$ cat src/rtl/out_buff_ctrl_mc.sv
// Multi-channel output-buffer controller.
// Keeps NUM_CH ring buffers of DEPTH entries (pointers and occupancy only; the
// RAM is external) and arbitrates their shared read port round-robin.
// A downstream Nack holds the current grant without consuming anything.
module out_buff_ctrl_mc #(
  parameter int NUM_CH    = 4,
  parameter int DEPTH     = 5,
  parameter int AFULL_TH  = DEPTH - 1,
  parameter int LOG_DEPTH = $clog2(DEPTH),
  parameter int CNT_W     = $clog2(DEPTH + 1),
  parameter int LOG_CH    = (NUM_CH > 1) ? $clog2(NUM_CH) : 1
) (
  input  logic                          clock,
  input  logic                          reset,
  input  logic                          I_Active,
  input  logic [NUM_CH-1:0]             I_Clr,
  input  logic [NUM_CH-1:0]             I_We,
  input  logic                          I_Re,
  input  logic                          I_Nack,
  output logic [NUM_CH*LOG_DEPTH-1:0]   O_WPtr,
  output logic [LOG_DEPTH-1:0]          O_RPtr,
  output logic [LOG_CH-1:0]             O_RCh,
  output logic                          O_RValid,
  output logic [NUM_CH*CNT_W-1:0]       O_Count,
  output logic [NUM_CH-1:0]             O_Full,
  output logic [NUM_CH-1:0]             O_Empty,
  output logic [NUM_CH-1:0]             O_AFull,
  output logic [NUM_CH-1:0]             O_Ready,
  output logic [NUM_CH-1:0]             O_Ovf
);

  logic [LOG_DEPTH-1:0] wptr_q [NUM_CH];
  logic [LOG_DEPTH-1:0] wptr_d [NUM_CH];
  logic [LOG_DEPTH-1:0] rptr_q [NUM_CH];
  logic [LOG_DEPTH-1:0] rptr_d [NUM_CH];
  logic [CNT_W-1:0]     cnt_q  [NUM_CH];
  logic [CNT_W-1:0]     cnt_d  [NUM_CH];
  logic [NUM_CH-1:0]    ovf_q, ovf_d;
  logic [LOG_CH-1:0]    rr_q, rr_d;

  logic [LOG_CH-1:0]    grant, cand;
  logic                 any_nz, fire, wr_ok, rd_hit;

  // Ring pointer increment; DEPTH need not be a power of two.
  function automatic logic [LOG_DEPTH-1:0] ptr_inc(input logic [LOG_DEPTH-1:0] p);
    if (p == LOG_DEPTH'(DEPTH - 1)) return '0;
    return p + LOG_DEPTH'(1);
  endfunction

  // Channel index increment modulo NUM_CH.
  function automatic logic [LOG_CH-1:0] ch_inc(input logic [LOG_CH-1:0] c);
    if (c == LOG_CH'(NUM_CH - 1)) return '0;
    return c + LOG_CH'(1);
  endfunction

  // Round-robin search for the first non-empty channel starting at rr.
  always_comb begin
    grant  = rr_q;
    any_nz = 1'b0;
    cand   = '0;
    for (int i = 0; i < NUM_CH; i++) begin
      cand = LOG_CH'((int'(rr_q) + i) % NUM_CH);
      if (!any_nz && cnt_q[cand] != '0) begin
        grant  = cand;
        any_nz = 1'b1;
      end
    end
    O_RValid = I_Active & any_nz;
    O_RCh    = O_RValid ? grant : rr_q;
    O_RPtr   = rptr_q[O_RCh];
    fire     = O_RValid & I_Re & ~I_Nack;
  end

  // Occupancy flags and packed per-channel outputs, all from registered state.
  always_comb begin
    O_WPtr  = '0;
    O_Count = '0;
    for (int c = 0; c < NUM_CH; c++) begin
      O_WPtr[c*LOG_DEPTH +: LOG_DEPTH] = wptr_q[c];
      O_Count[c*CNT_W +: CNT_W]        = cnt_q[c];
      O_Full[c]  = (cnt_q[c] == CNT_W'(DEPTH));
      O_Empty[c] = (cnt_q[c] == '0);
      O_AFull[c] = (cnt_q[c] >= CNT_W'(AFULL_TH));
      O_Ready[c] = (~O_Empty[c] & ~O_Full[c]) | (O_Empty[c] & I_Active);
    end
    O_Ovf = ovf_q;
  end

  // Per-channel next state: clear wins over write and read; full drops writes.
  always_comb begin
    wr_ok  = 1'b0;
    rd_hit = 1'b0;
    ovf_d  = ovf_q;
    for (int c = 0; c < NUM_CH; c++) begin
      wptr_d[c] = wptr_q[c];
      rptr_d[c] = rptr_q[c];
      cnt_d[c]  = cnt_q[c];
      wr_ok     = I_We[c] & ~O_Full[c];
      rd_hit    = fire & (grant == LOG_CH'(c));
      if (I_Clr[c]) begin
        wptr_d[c] = '0;
        rptr_d[c] = '0;
        cnt_d[c]  = '0;
        ovf_d[c]  = 1'b0;
      end else begin
        if (I_We[c] & O_Full[c]) ovf_d[c] = 1'b1;
        if (wr_ok)  wptr_d[c] = ptr_inc(wptr_q[c]);
        if (rd_hit) rptr_d[c] = ptr_inc(rptr_q[c]);
        unique case ({wr_ok, rd_hit})
          2'b10:   cnt_d[c] = cnt_q[c] + CNT_W'(1);
          2'b01:   cnt_d[c] = cnt_q[c] - CNT_W'(1);
          default: cnt_d[c] = cnt_q[c];
        endcase
      end
    end
    rr_d = rr_q;
    if (fire && !I_Clr[grant]) rr_d = ch_inc(grant);
  end

  // State registers with synchronous reset.
  always_ff @(posedge clock) begin
    if (reset) begin
      for (int c = 0; c < NUM_CH; c++) begin
        wptr_q[c] <= '0;
        rptr_q[c] <= '0;
        cnt_q[c]  <= '0;
      end
      ovf_q <= '0;
      rr_q  <= '0;
    end else begin
      wptr_q <= wptr_d;
      rptr_q <= rptr_d;
      cnt_q  <= cnt_d;
      ovf_q  <= ovf_d;
      rr_q   <= rr_d;
    end
  end

endmodule

$ cat config.mk
export PLATFORM = sky130hd
export DESIGN_NAME = out_buff_ctrl_mc
export DESIGN_NICKNAME = d
export VERILOG_FILES = /design/src/rtl/out_buff_ctrl_mc.sv
export SDC_FILE = /design/constraint.sdc
export NUM_CORES = 1
export LEC_CHECK = 0
export CAP_MARGIN = 25
export CORE_MARGIN = 4
export CORE_UTILIZATION = 30
export DETAILED_ROUTE_END_ITERATION = 10
export GPL_TIMING_DRIVEN = 0
export MAX_ROUTING_LAYER = met4
export PLACE_DENSITY = 0.63
export SYNTH_ARGS = -nofsm -noshare
export SYNTH_HDL_FRONTEND = slang
export SYNTH_SLANG_ARGS = --single-unit
$ cat constraint.sdc
create_clock -name clock -period 2.75 [get_ports clock]
set_input_delay 0.275 -clock clock [delete_from_list [all_inputs] [get_ports clock]]
set_output_delay 0.275 -clock clock [all_outputs]
set_load 0.1 [all_outputs]
==> impl_metrics.csv, run 1 <==
group,metric,value,unit
synth,async_flop_share,0,
power_and_ir_drop,total_power,1.58,mW
synth,syn_area,0.00266,sq mm
hold_path,worstHoldEndpoint,"O_Ovf[1]$_SDFFE_PP0P_",
sta,fin_ws,-256,ps
cells_and_area,layout_commonest_cell,"clkdlybuf4s50_1",
sta,worstMarginPinSlew,989,ps
drt,avgViaCountPerCell,4.74,
place,io_buffers,62,
critical_path,reg2reg_from,"O_Count[9]$_SDFFE_PP0P_",
sta,drv_slew,0,
sta,max_freq,0.333,GHz
global_routing,grt_pass1_vias,2480,
synth,synth_top_family_by_area,"simple AND/OR/NAND/NOR gates",
cells_and_area,drive_above_1_share,0.311,
synth,ys.flop_type,"dfxtp_1",
synth,yosys.area_share.xor_xnor,0.0263,
drt,antenna_left,0,
synth,synth_cell_types,49,
hold_path,hp-class,"reg -> reg",
clock_network,clock_path_buffers,2,
synth,synth-simple-area-share,0.221,
hold_path,min_path_cells,2,
power_and_ir_drop,leakagePower,1.62,nW
synth,synthCells,329,
sta,relSlewSlack,0.339,
sta,rsz0062_at_grt,"true",
sta,finalCriticalPeriod,3010,ps
sta,final-hold-violation-count,0,
clock_network,cts.hold.buffers_added,0,
cells_and_area,final_area,0.00415,sq mm
sta,finClkSkew,8.69,ps
clock_network,htreeDepth,2,
critical_path,cp.required,2480,ps
cells_and_area,final_cell_mix,"56 x clkdlybuf4s50_1, 36 x buf_4, 34 x a21oi_1, 31 x inv_1, 31 x nor2_1",
drt,dr.pass1.iters,4,
clock_network,cts_buffers,5,
cells_and_area,diodes,0,
critical_path,cp.arrival,2730,ps
synth,syn_avg_cell_area,8.09,sq um
synth,ys_warn_count,0,
clock_network,cts.sinks,42,
critical_path,r2r_setup_slack,-200,ps
cells_and_area,fin_nets,474,
drt,drc,0,
drt,wire_per_inst,12.9,microns
global_routing,grt_first_pass_wirelength,11400,microns
synth,synthAdderAreaFrac,0.143,
place,gp_congestion,0.769,
global_routing,grt_overflow,0,
critical_path,worst_setup_path_end_kind,"output port",
synth,syn_nets,370,
floorplanning,io_pins,63,
status,status,"finished with violations",
sta,period_share,1.09,
critical_path,crit_type,"reg -> out",
floorplanning,start_util,0.307,
power_and_ir_drop,powerDensity,380,mW/mm^2
run,drv_cap,0,
clock_network,cts_tree,"done",
critical_path,cp_max_fo,8,
floorplanning,die_width,102,microns
place,dpl_cell_area,0.00361,sq mm
global_routing,antenna_found_initial,0,
synth,synth-compound-area-share,0.165,
drt,drt-total-wl,7010,microns
floorplanning,die_height,102,microns
clock_network,worstSkewPairLatency,290,ps
clock_network,clockRootBuffer,"clkbuf_8",
status,violations,"setup timing",
sta,holdWs,480,ps
synth,muxShareOfSynthArea,0.0428,
critical_path,rr_worst_depth,12,
global_routing,grt_max_degree,14,
floorplanning,die-area,0.0104,sq mm
synth,ys_seq_elements,42,
floorplanning,rows,34,
cells_and_area,area_delta_synth_final,55.7,%
place,dp_hpwl,5020,microns
critical_path,reg2reg_to,"O_Count[2]$_SDFFE_PP0P_",
global_routing,grt_usage,0.138,
power_and_ir_drop,max-vdd-ir-drop,188,uV
critical_path,cp-start-kind,"flip-flop",
drt,via_count,2570,
hold_path,worstHoldStart,"O_Ovf[1]$_SDFFE_PP0P_",
clock_network,clkTransAtPathRegs,90,ps
critical_path,crit_start,"O_Count[9]$_SDFFE_PP0P_",
floorplanning,core,0.00868,sq mm
drt,drtIter0Drc,67,
synth,synth_edf_count,0,
sta,setup_viol,11,
synth,yosysSeqAreaShare,0.316,
[worst max-delay path by stage]
| stage | to |
|---|---|
| after detailed placement | O_RPtr[0] |
| after CTS | O_RPtr[1] |
| after global routing | O_RPtr[1] |
| after global placement | O_RPtr[2] |
| final | O_RPtr[1] |
| after floorplan | O_Count[5]$_SDFFE_PP0P_ |
[synthesized netlist by cell type, types with 3 or more instances]
cell       n  area (sq um)
a211oi_1   4          30.0
a21oi_1   40           200
clkbuf_1   9          33.8
dfxtp_1   42           841
fa_1       4          80.1
ha_1      24           300
inv_1     43           161
mux4_2     3          67.6
nand2_1   24          90.1
nand2b_1   3          18.8
nand3_1   16          80.1
nand3b_1   3          22.5
nand4b_1   5          43.8
nor2_1    38           143
o21ai_0   14          70.1
o22ai_1    3          18.8
or2_2      5          31.3
or3_1      6          37.5
xor2_1     8          70.1
[power breakdown]
| group | leakage, nW | switching, mW | internal (mW) | total (mW) |
|---|---|---|---|---|
| logic | 1.23 | 0.340 | 0.199 | 0.539 |
| registers | 0.349 | 0.00949 | 0.609 | 0.619 |
| clock network | 0.0472 | 0.215 | 0.202 | 0.417 |
[repair_timing]
action                                  4_1_cts  5_1_grt
pin swaps                                    16       15
resized for setup                            62       17
endpoints found under the setup margin       14       14
setup buffers                                24       13
[registers in the layout (all words and copies together) (netlist names)]
name	flops
O_Count	12
rptr_q	12
O_WPtr	12
rr_q	2
O_Ovf	4
[critical path: stages (launching register included)]
cell and delay (ps):
dfxtp_4 350, or3_4 470, o41ai_4 380, bufinv_8 250, a21oi_4 200, mux4_2 580, buf_12 190
[per-stage QoR]
stage	utilization	worst slack (ps)	setup TNS, ps	instances
global placement	0.416	-922	-6180	499
CTS	0.459	-269	-1850	530
global route	0.478	-337	-2750	542
floorplan	-	-458	-3920	329
finish	0.478	-256	-1560	542
detailed placement	0.416	-922	-6290	499
[area by class of cell]
type,instances,area (sq um)
fillers,838,4530
flip-flops and latches,42,886
inverters,47,243
plain buffers,9,35.0
well taps,108,135
clock buffers,6,82.6
repair buffers,99,925
clock inverters,2,12.5
multi-input cells,229,1830
[per-layer routing]
layer  share of wire  global-route usage  wire length, microns  vias to the layer above
met5               0                   -                     0                        -
met1            0.45               0.180                  3130                     1182
met4          0.0070              0.0232                    49                        0
met3           0.060              0.0287                   418                        7
met2            0.49               0.224                  3410                       67
li1                -                   -                     -                     1314
[logic make-up (layout without fill, tap and decap cells)]
family                     count (synthesis)  after routing
AOI/OAI and AO/OA                         71             71
xor gates and xnor gates                   8              8
adders and majority gates                 28             28
buffers and inverters                     58            163
DFF                                       42             42
muxes                                      7              7
and+or+nand+nor                          115            115
No activity file was read; power rests on OpenSTA's default activity.
==> inputs of run 2 (changes only) <==
--- a/config.mk
+++ b/config.mk
@@ -5,13 +5,16 @@
 export SDC_FILE = /design/constraint.sdc
 export NUM_CORES = 1
 export LEC_CHECK = 0
+export ABC_AREA = 1
 export CAP_MARGIN = 25
 export CORE_MARGIN = 4
 export CORE_UTILIZATION = 30
+export CTS_BUF_LIST = sky130_fd_sc_hd__clkbuf_16
 export DETAILED_ROUTE_END_ITERATION = 10
 export GPL_TIMING_DRIVEN = 0
+export HOLD_SLACK_MARGIN = 0.03
 export MAX_ROUTING_LAYER = met4
-export PLACE_DENSITY = 0.63
+export PLACE_DENSITY = 0.62
 export SYNTH_ARGS = -nofsm -noshare
 export SYNTH_HDL_FRONTEND = slang
 export SYNTH_SLANG_ARGS = --single-unit
==> run 2 against run 1 <==
Net effect: the run still ends with setup timing left; synthesized cell count grew 24%; final cell count increased by 18%; die area grew 9.0%; sequential power rose by 8.6%; non-clock buffer count down 2; register-to-register slack better by 90 ps; routed wire length rose by 11%; synthesized area is 9.8% higher; sequential share of layout area down 2.5 points; critical path depth grew 12; core utilization is 2.9 points higher; combinational power grew to 4.0 times the previous value.
==> impl_metrics.csv, run 2 <==
group,metric,value,unit
clock_network,cts_buffers,5,
cells_and_area,drive_above_1_share,0.396,
floorplanning,core,0.00937,sq mm
critical_path,crit_start,"rr_q[0]$_SDFFE_PP0P_",
run,drv_cap,0,
clock_network,clockRootBuffer,"clkbuf_16",
synth,ys.flop_type,"dfxtp_1",
place,dpl_cell_area,0.00393,sq mm
global_routing,grt_first_pass_wirelength,12800,microns
floorplanning,die_width,107,microns
floorplanning,start_util,0.312,
synth,async_flop_share,0,
critical_path,cp_num_buf_inv,5,
place,dp_hpwl,5530,microns
clock_network,cts_tree,"done",
critical_path,crit_path_end,"O_RPtr[2]",
power_and_ir_drop,leakagePower,1.89,nW
drt,antenna_left,0,
sta,holdWs,451,ps
sta,rsz0062_at_grt,"true",
power_and_ir_drop,max-vdd-ir-drop,635,uV
drt,wire_per_inst,12.1,microns
global_routing,antenna_found_initial,0,
drt,via_count,2968,
critical_path,cpMaxStageDelayCell,"dfxtp_4",
synth,yosysTopAreaCell,"dfxtp_1",
sta,drv_slew,0,
place,gp_congestion,0.781,
critical_path,crit_cells,18,
hold_path,worstHoldStart,"O_Ovf[0]$_SDFFE_PP0P_",
synth,yosysSeqAreaShare,0.288,
cells_and_area,fin_nets,553,
global_routing,grt_max_degree,14,
place,dp_slack,-806,ps
synth,synth.most_common_cell,"nand2_1",
clock_network,cts.sinks,42,
floorplanning,die_height,107,microns
drt,drc,0,
place,io_buffers,62,
sta,worstMarginPinSlew,994,ps
hold_path,hp-class,"reg -> reg",
power_and_ir_drop,total_power,3.50,mW
drt,avgViaCountPerCell,4.62,
synth,ys_warn_count,0,
critical_path,cp_cell_sequence,"inv_6 > buf_6 > nand2_4 > nand2_4 > nor2_4 > nand2_2 > nand4_1 > nand2_1 > nand2_2 > nand2_4 > buf_4 > o21ai_4 > buf_6 > nand2_1 > nand2_1 > nand2_2 > o21ai_4 > buf_12",
critical_path,crit_type,"reg -> out",
place,placed_cells,600,
floorplanning,die-area,0.0114,sq mm
clock_network,clock_path_buffers,2,
synth,yosys.area.top_type_share,0.288,
clock_network,cts.hold.buffers_added,0,
global_routing,grt_overflow,0,
critical_path,cp_max_fo,7,
power_and_ir_drop,powerDensity,737,mW/mm^2
cells_and_area,layout_commonest_cell,"nand2_1",
synth,ys_top_cells_by_count,"81 x nand2_1, 60 x inv_1, 42 x dfxtp_1",
drt,dr.pass1.iters,4,
sta,relSlewSlack,0.335,
synth,synth.area.top_cells,"dfxtp_1 29%, nand2_1 10%, ha_1 10%",
sta,fin_ws,-156,ps
synth,syn_avg_cell_area,7.15,sq um
critical_path,rr_worst_depth,22,
critical_path,worst_setup_path_end_kind,"output port",
synth,synth_edf_count,0,
cells_and_area,fillers,902,
critical_path,r2r_setup_slack,-110,ps
sta,finalCriticalPeriod,2910,ps
cells_and_area,area_delta_synth_final,62.3,%
synth,synthCells,409,
critical_path,cp.required,2480,ps
cells_and_area,final_cell_mix,"66 x nand2_1, 56 x clkdlybuf4s50_1, 43 x inv_1, 30 x buf_4, 29 x a21oi_1",
critical_path,reg2reg_from,"rr_q[0]$_SDFFE_PP0P_",
clock_network,clkTransAtPathRegs,60,ps
cells_and_area,final_cells,642,
synth,synth_cell_types,33,
critical_path,cp.arrival,2630,ps
clock_network,worstSkewPairLatency,280,ps
sta,period_share,1.06,
sta,finClkSkew,2.66,ps
sta,fin_setup_tns,-653,ps
global_routing,grt_pass1_vias,2888,
sta,final-hold-violation-count,0,
cells_and_area,diodes,0,
floorplanning,io_pins,63,
critical_path,reg2reg_to,"O_Count[11]$_SDFFE_PP0P_",
synth,syn_area,0.00292,sq mm
sta,max_freq,0.344,GHz
clock_network,htreeDepth,2,
synth,ys_seq_elements,42,
critical_path,cp-start-kind,"flip-flop",
synth,syn_nets,450,
global_routing,grt_usage,0.137,
floorplanning,rows,35,
cells_and_area,finish.utilization,0.506,
drt,drt-total-wl,7780,microns
status,status,"finished with violations",
drt,drtIter0Drc,91,
critical_path,max_stage_delay,400,ps
critical_path,critical_path.top_delay_family,"simple AND/OR/NAND/NOR gates",
cells_and_area,final_area,0.00475,sq mm
sta,setup_viol,7,
status,violations,"setup timing",
==> run 2: cell types whose count changed in the layout (fill, tap and decap cells not counted), moves of 9 or more <==
cell      previous run  this run
nand2_1             20        66
nand3_1             16         6
nand2_2              0        17
inv_1               31        43
inv_4                6        15
o21ai_2              1        10
a211oi_2             0        11
==> run 2: power breakdown <==
part           switching (mW)  internal, mW  total (mW)
sequential             0.0426         0.629       0.672
clock                   0.236         0.444       0.680
combinational            1.38         0.764        2.15
total                    1.66          1.84        3.50
==> run 2: worst min-delay path by stage <==
stage                             to  slack [ps]  cells after the start
2_1_floorplan  O_Ovf[0]$_SDFFE_PP0P_         420                      2
3_3_place_gp   O_Ovf[2]$_SDFFE_PP0P_         440                      2
3_5_place_dp   O_Ovf[0]$_SDFFE_PP0P_         440                      2
4_1_cts        O_Ovf[0]$_SDFFE_PP0P_         450                      2
5_1_grt        O_Ovf[0]$_SDFFE_PP0P_         470                      2
6_report       O_Ovf[0]$_SDFFE_PP0P_         450                      2
==> run 2: cell families after synthesis <==
kind of cell / count (synthesis) / synth area share
buf+inv: 80 / 0.107
compound gates: 87 / 0.197
simple gates: 171 / 0.275
flops: 42 / 0.288
xor+xnor: 1 / 0.00300
fa+ha+maj: 28 / 0.130
==> run 2: final cells by class <==
| type | count | area [sq um] | area share |
|---|---|---|---|
| Clock inverter | 1 | 3.75 | 0.000791 |
| Buffer | 10 | 56.3 | 0.0119 |
| Multi-Input combinational cell | 287 | 2220 | 0.467 |
| Tap cell | 129 | 161 | 0.0340 |
| Clock buffer | 7 | 175 | 0.0369 |
| Sequential cell | 42 | 893 | 0.188 |
| Inverter | 70 | 313 | 0.0659 |
| Timing Repair Buffer | 96 | 927 | 0.195 |
==> run 2: worst register-to-register path, stage by stage, from the launching register on <==
cell	delay (ps)
dfxtp_4	380
buf_8	140
nand2_2	60
nand2_2	50
nor2_1	80
nand2_1	90
nand2_4	110
nand4_1	170
nand2_1	100
nand2_1	60
nand3_2	80
nand2_4	90
inv_4	100
ha_4	150
nand2_4	60
inv_4	70
ha_4	130
inv_4	30
fa_2	350
a21oi_2	150
o21ai_2	80
a21oi_1	140
o21a_1	130
==> run 2: timing repair <==
action / 4_1_cts / 5_1_grt
gates resized for setup: 97 / 40
endpoints found under the setup margin: 14 / 13
cloned: 1 / 0
buffers inserted: 19 / 14
pin swaps: 29 / 38
==> run 2: metal layers <==
layer | vias to the layer above | track usage | share of wire
li1 | 1532 | - | -
met5 | - | - | 0
met4 | 0 | 0.0329 | 0.011
met1 | 1387 | 0.162 | 0.44
met3 | 5 | 0.0157 | 0.027
met2 | 44 | 0.248 | 0.52
==> inputs of run 3 (changes only) <==
--- a/config.mk
+++ b/config.mk
@@ -8,13 +8,13 @@
 export ABC_AREA = 1
 export CAP_MARGIN = 25
 export CORE_MARGIN = 4
-export CORE_UTILIZATION = 30
+export CORE_UTILIZATION = 40
 export CTS_BUF_LIST = sky130_fd_sc_hd__clkbuf_16
 export DETAILED_ROUTE_END_ITERATION = 10
 export GPL_TIMING_DRIVEN = 0
 export HOLD_SLACK_MARGIN = 0.03
 export MAX_ROUTING_LAYER = met4
-export PLACE_DENSITY = 0.62
+export PLACE_DENSITY = 0.76
 export SYNTH_ARGS = -nofsm -noshare
 export SYNTH_HDL_FRONTEND = slang
 export SYNTH_SLANG_ARGS = --single-unit
==> run 3 against run 2 <==
Net effect: the run still ends with setup timing left; clock skew up 0.61 ps; hold slack worse by 3.2 ps; routed wire length up 4.9%; register-to-register slack worse by 40 ps; cell area down 2.0%; critical path depth down 4; setup slack worse by 13 ps; non-clock buffer count down 3; largest cell class unchanged; fmax down 0.44%.
==> impl_metrics.csv, run 3 (same netlist as run 2, synthesis figures left out) <==
group,metric,value,unit
floorplanning,die_width,93.5,microns
cells_and_area,final_area,0.00465,sq mm
sta,period_share,1.06,
floorplanning,start_util,0.421,
floorplanning,die-area,0.00874,sq mm
place,dpl_cell_area,0.00389,sq mm
place,placed_cells,567,
floorplanning,die_height,93.5,microns
global_routing,use_met2,0.347,
critical_path,cp-start-kind,"flip-flop",
clock_network,worstSkewPairLatency,280,ps
sta,relSlewSlack,0.343,
status,status,"finished with violations",
critical_path,crit_path_end,"O_RPtr[2]",
critical_path,crit_type,"reg -> out",
floorplanning,core,0.00694,sq mm
place,dp_hpwl,5460,microns
global_routing,grt_usage,0.196,
critical_path,cp.required,2480,ps
drt,drt-total-wl,8170,microns
place,dp_slack,-825,ps
cells_and_area,layout_commonest_cell,"nand2_1",
cells_and_area,multi_input_area,0.00219,sq mm
critical_path,reg2reg_from,"rr_q[0]$_SDFFE_PP0P_",
critical_path,rr_worst_depth,21,
sta,finClkSkew,3.27,ps
drt,antenna_left,0,
critical_path,r2r_setup_slack,-150,ps
drt,drtIter0Drc,151,
cells_and_area,final_cells,606,
clock_network,cts_tree,"done",
sta,drv_slew,0,
sta,fin_setup_tns,-922,ps
drt,wire_per_inst,13.5,microns
cells_and_area,drive_above_1_share,0.376,
hold_path,hp-class,"reg -> reg",
floorplanning,io_pins,63,
critical_path,crit_start,"rr_q[0]$_SDFFE_PP0P_",
sta,final-hold-violation-count,0,
sta,fin_ws,-169,ps
global_routing,grt_overflow,0,
power_and_ir_drop,total_power,3.59,mW
floorplanning,rows,30,
critical_path,reg2reg_to,"O_Count[5]$_SDFFE_PP0P_",
global_routing,grt-busiest-layer,"met2",
place,io_buffers,62,
critical_path,cp_max_fo,7,
cells_and_area,seqCellArea,893,sq um
critical_path,worst_setup_path_end_kind,"output port",
sta,rsz0062_at_grt,"true",
power_and_ir_drop,max-vdd-ir-drop,328,uV
cells_and_area,area_delta_synth_final,59.1,%
clock_network,clock_path_buffers,2,
place,gp_congestion,0.836,
power_and_ir_drop,powerDensity,771,mW/mm^2
status,violations,"setup timing",
cells_and_area,fin_nets,550,
clock_network,cts.hold.buffers_added,0,
sta,setup_viol,8,
drt,drc,0,
clock_network,clockRootBuffer,"clkbuf_16",
drt,via_count,3026,
sta,max_freq,0.343,GHz
clock_network,cts_buffers,5,
cells_and_area,fillers,510,
cells_and_area,diodes,0,
sta,finalCriticalPeriod,2920,ps
global_routing,globalRouteMet3Util,0.0217,
clock_network,htreeDepth,2,
clock_network,cts.sinks,42,
clock_network,clkTransAtPathRegs,60,ps
critical_path,cp.arrival,2640,ps
drt,avgViaCountPerCell,4.99,
global_routing,antenna_found_initial,0,
power_and_ir_drop,leakagePower,1.89,nW
global_routing,met1_usage,0.220,
global_routing,grt_pass1_vias,3131,
run,drv_cap,0,
cells_and_area,final_cell_mix,"66 x nand2_1, 56 x clkdlybuf4s50_1, 43 x inv_1, 33 x a21oi_1",
global_routing,grt_max_degree,14,
drt,dr.pass1.iters,4,
global_routing,grt_first_pass_wirelength,13700,microns
sta,worstMarginPinSlew,982,ps
==> run 3: cell count changes in the layout (fill, tap and decap cells not counted), sizes merged <==
cell,previous run,this run
dlygate4sd2,1,0
clkbuf,16,17
buf,40,37
==> run 3: layout make-up <==
type | instances | share of cell area
Clock inverter | 1 | 0.000807
Buffer | 10 | 0.0113
Sequential cell | 42 | 0.192
Clock buffer | 7 | 0.0377
Multi-Input combinational cell | 287 | 0.470
Inverter | 70 | 0.0672
Tap cell | 96 | 0.0258
Timing Repair Buffer | 93 | 0.195
==> run 3: worst max-delay path, cell delays in order (launching register included) <==
cell	delay, ps
dfxtp_4	400
inv_6	50
buf_4	150
o21ai_1	240
nor2_4	60
nor2_4	140
nand4_4	120
nand2_4	110
nand2_4	100
buf_4	160
o21ai_4	260
buf_6	140
o21ai_2	70
o21ai_4	170
buf_12	190
==> run 3: worst min-delay path by stage <==
stage                                     start                     to  slack, ps  cells after the start
after floorplan                         I_We[0]  O_Ovf[0]$_SDFFE_PP0P_        420                      2
after global placement    O_Ovf[2]$_SDFFE_PP0P_  O_Ovf[2]$_SDFFE_PP0P_        440                      2
after detailed placement  O_Ovf[3]$_SDFFE_PP0P_  O_Ovf[3]$_SDFFE_PP0P_        440                      2
after CTS                 O_Ovf[3]$_SDFFE_PP0P_  O_Ovf[3]$_SDFFE_PP0P_        450                      2
after global routing      O_Ovf[1]$_SDFFE_PP0P_  O_Ovf[1]$_SDFFE_PP0P_        470                      2
final                     O_Ovf[3]$_SDFFE_PP0P_  O_Ovf[3]$_SDFFE_PP0P_        450                      2
==> run 3: stage by stage <==
stage / utilization / hold WS [ps]
finish: 0.670 / 448
global route: 0.670 / 475
CTS: 0.644 / 453
global placement: 0.560 / 438
floorplan: - / 420
detailed placement: 0.560 / 443
==> run 3: repair_timing <==
item / in CTS / in global routing
cloned: 1 / 0
endpoints found under the setup margin: 14 / 14
resized for setup: 98 / 34
buffers inserted: 20 / 10
pin swaps: 42 / 27
==> run 3: metal layers <==
| layer | part of all wire | up-vias |
|---|---|---|
| met3 | 0.036 | 18 |
| met4 | 0.028 | 0 |
| li1 | - | 1525 |
| met1 | 0.41 | 1412 |
| met2 | 0.53 | 71 |
| met5 | 0 | - |
==> run 3: power by group <==
group / leakage (nW) / internal [mW] / switching [mW] / total [mW]
Combinational: 1.45 / 0.804 / 1.43 / 2.23
Sequential: 0.351 / 0.629 / 0.0429 / 0.672
Clock: 0.0878 / 0.444 / 0.243 / 0.687
Total: 1.89 / 1.88 / 1.71 / 3.59
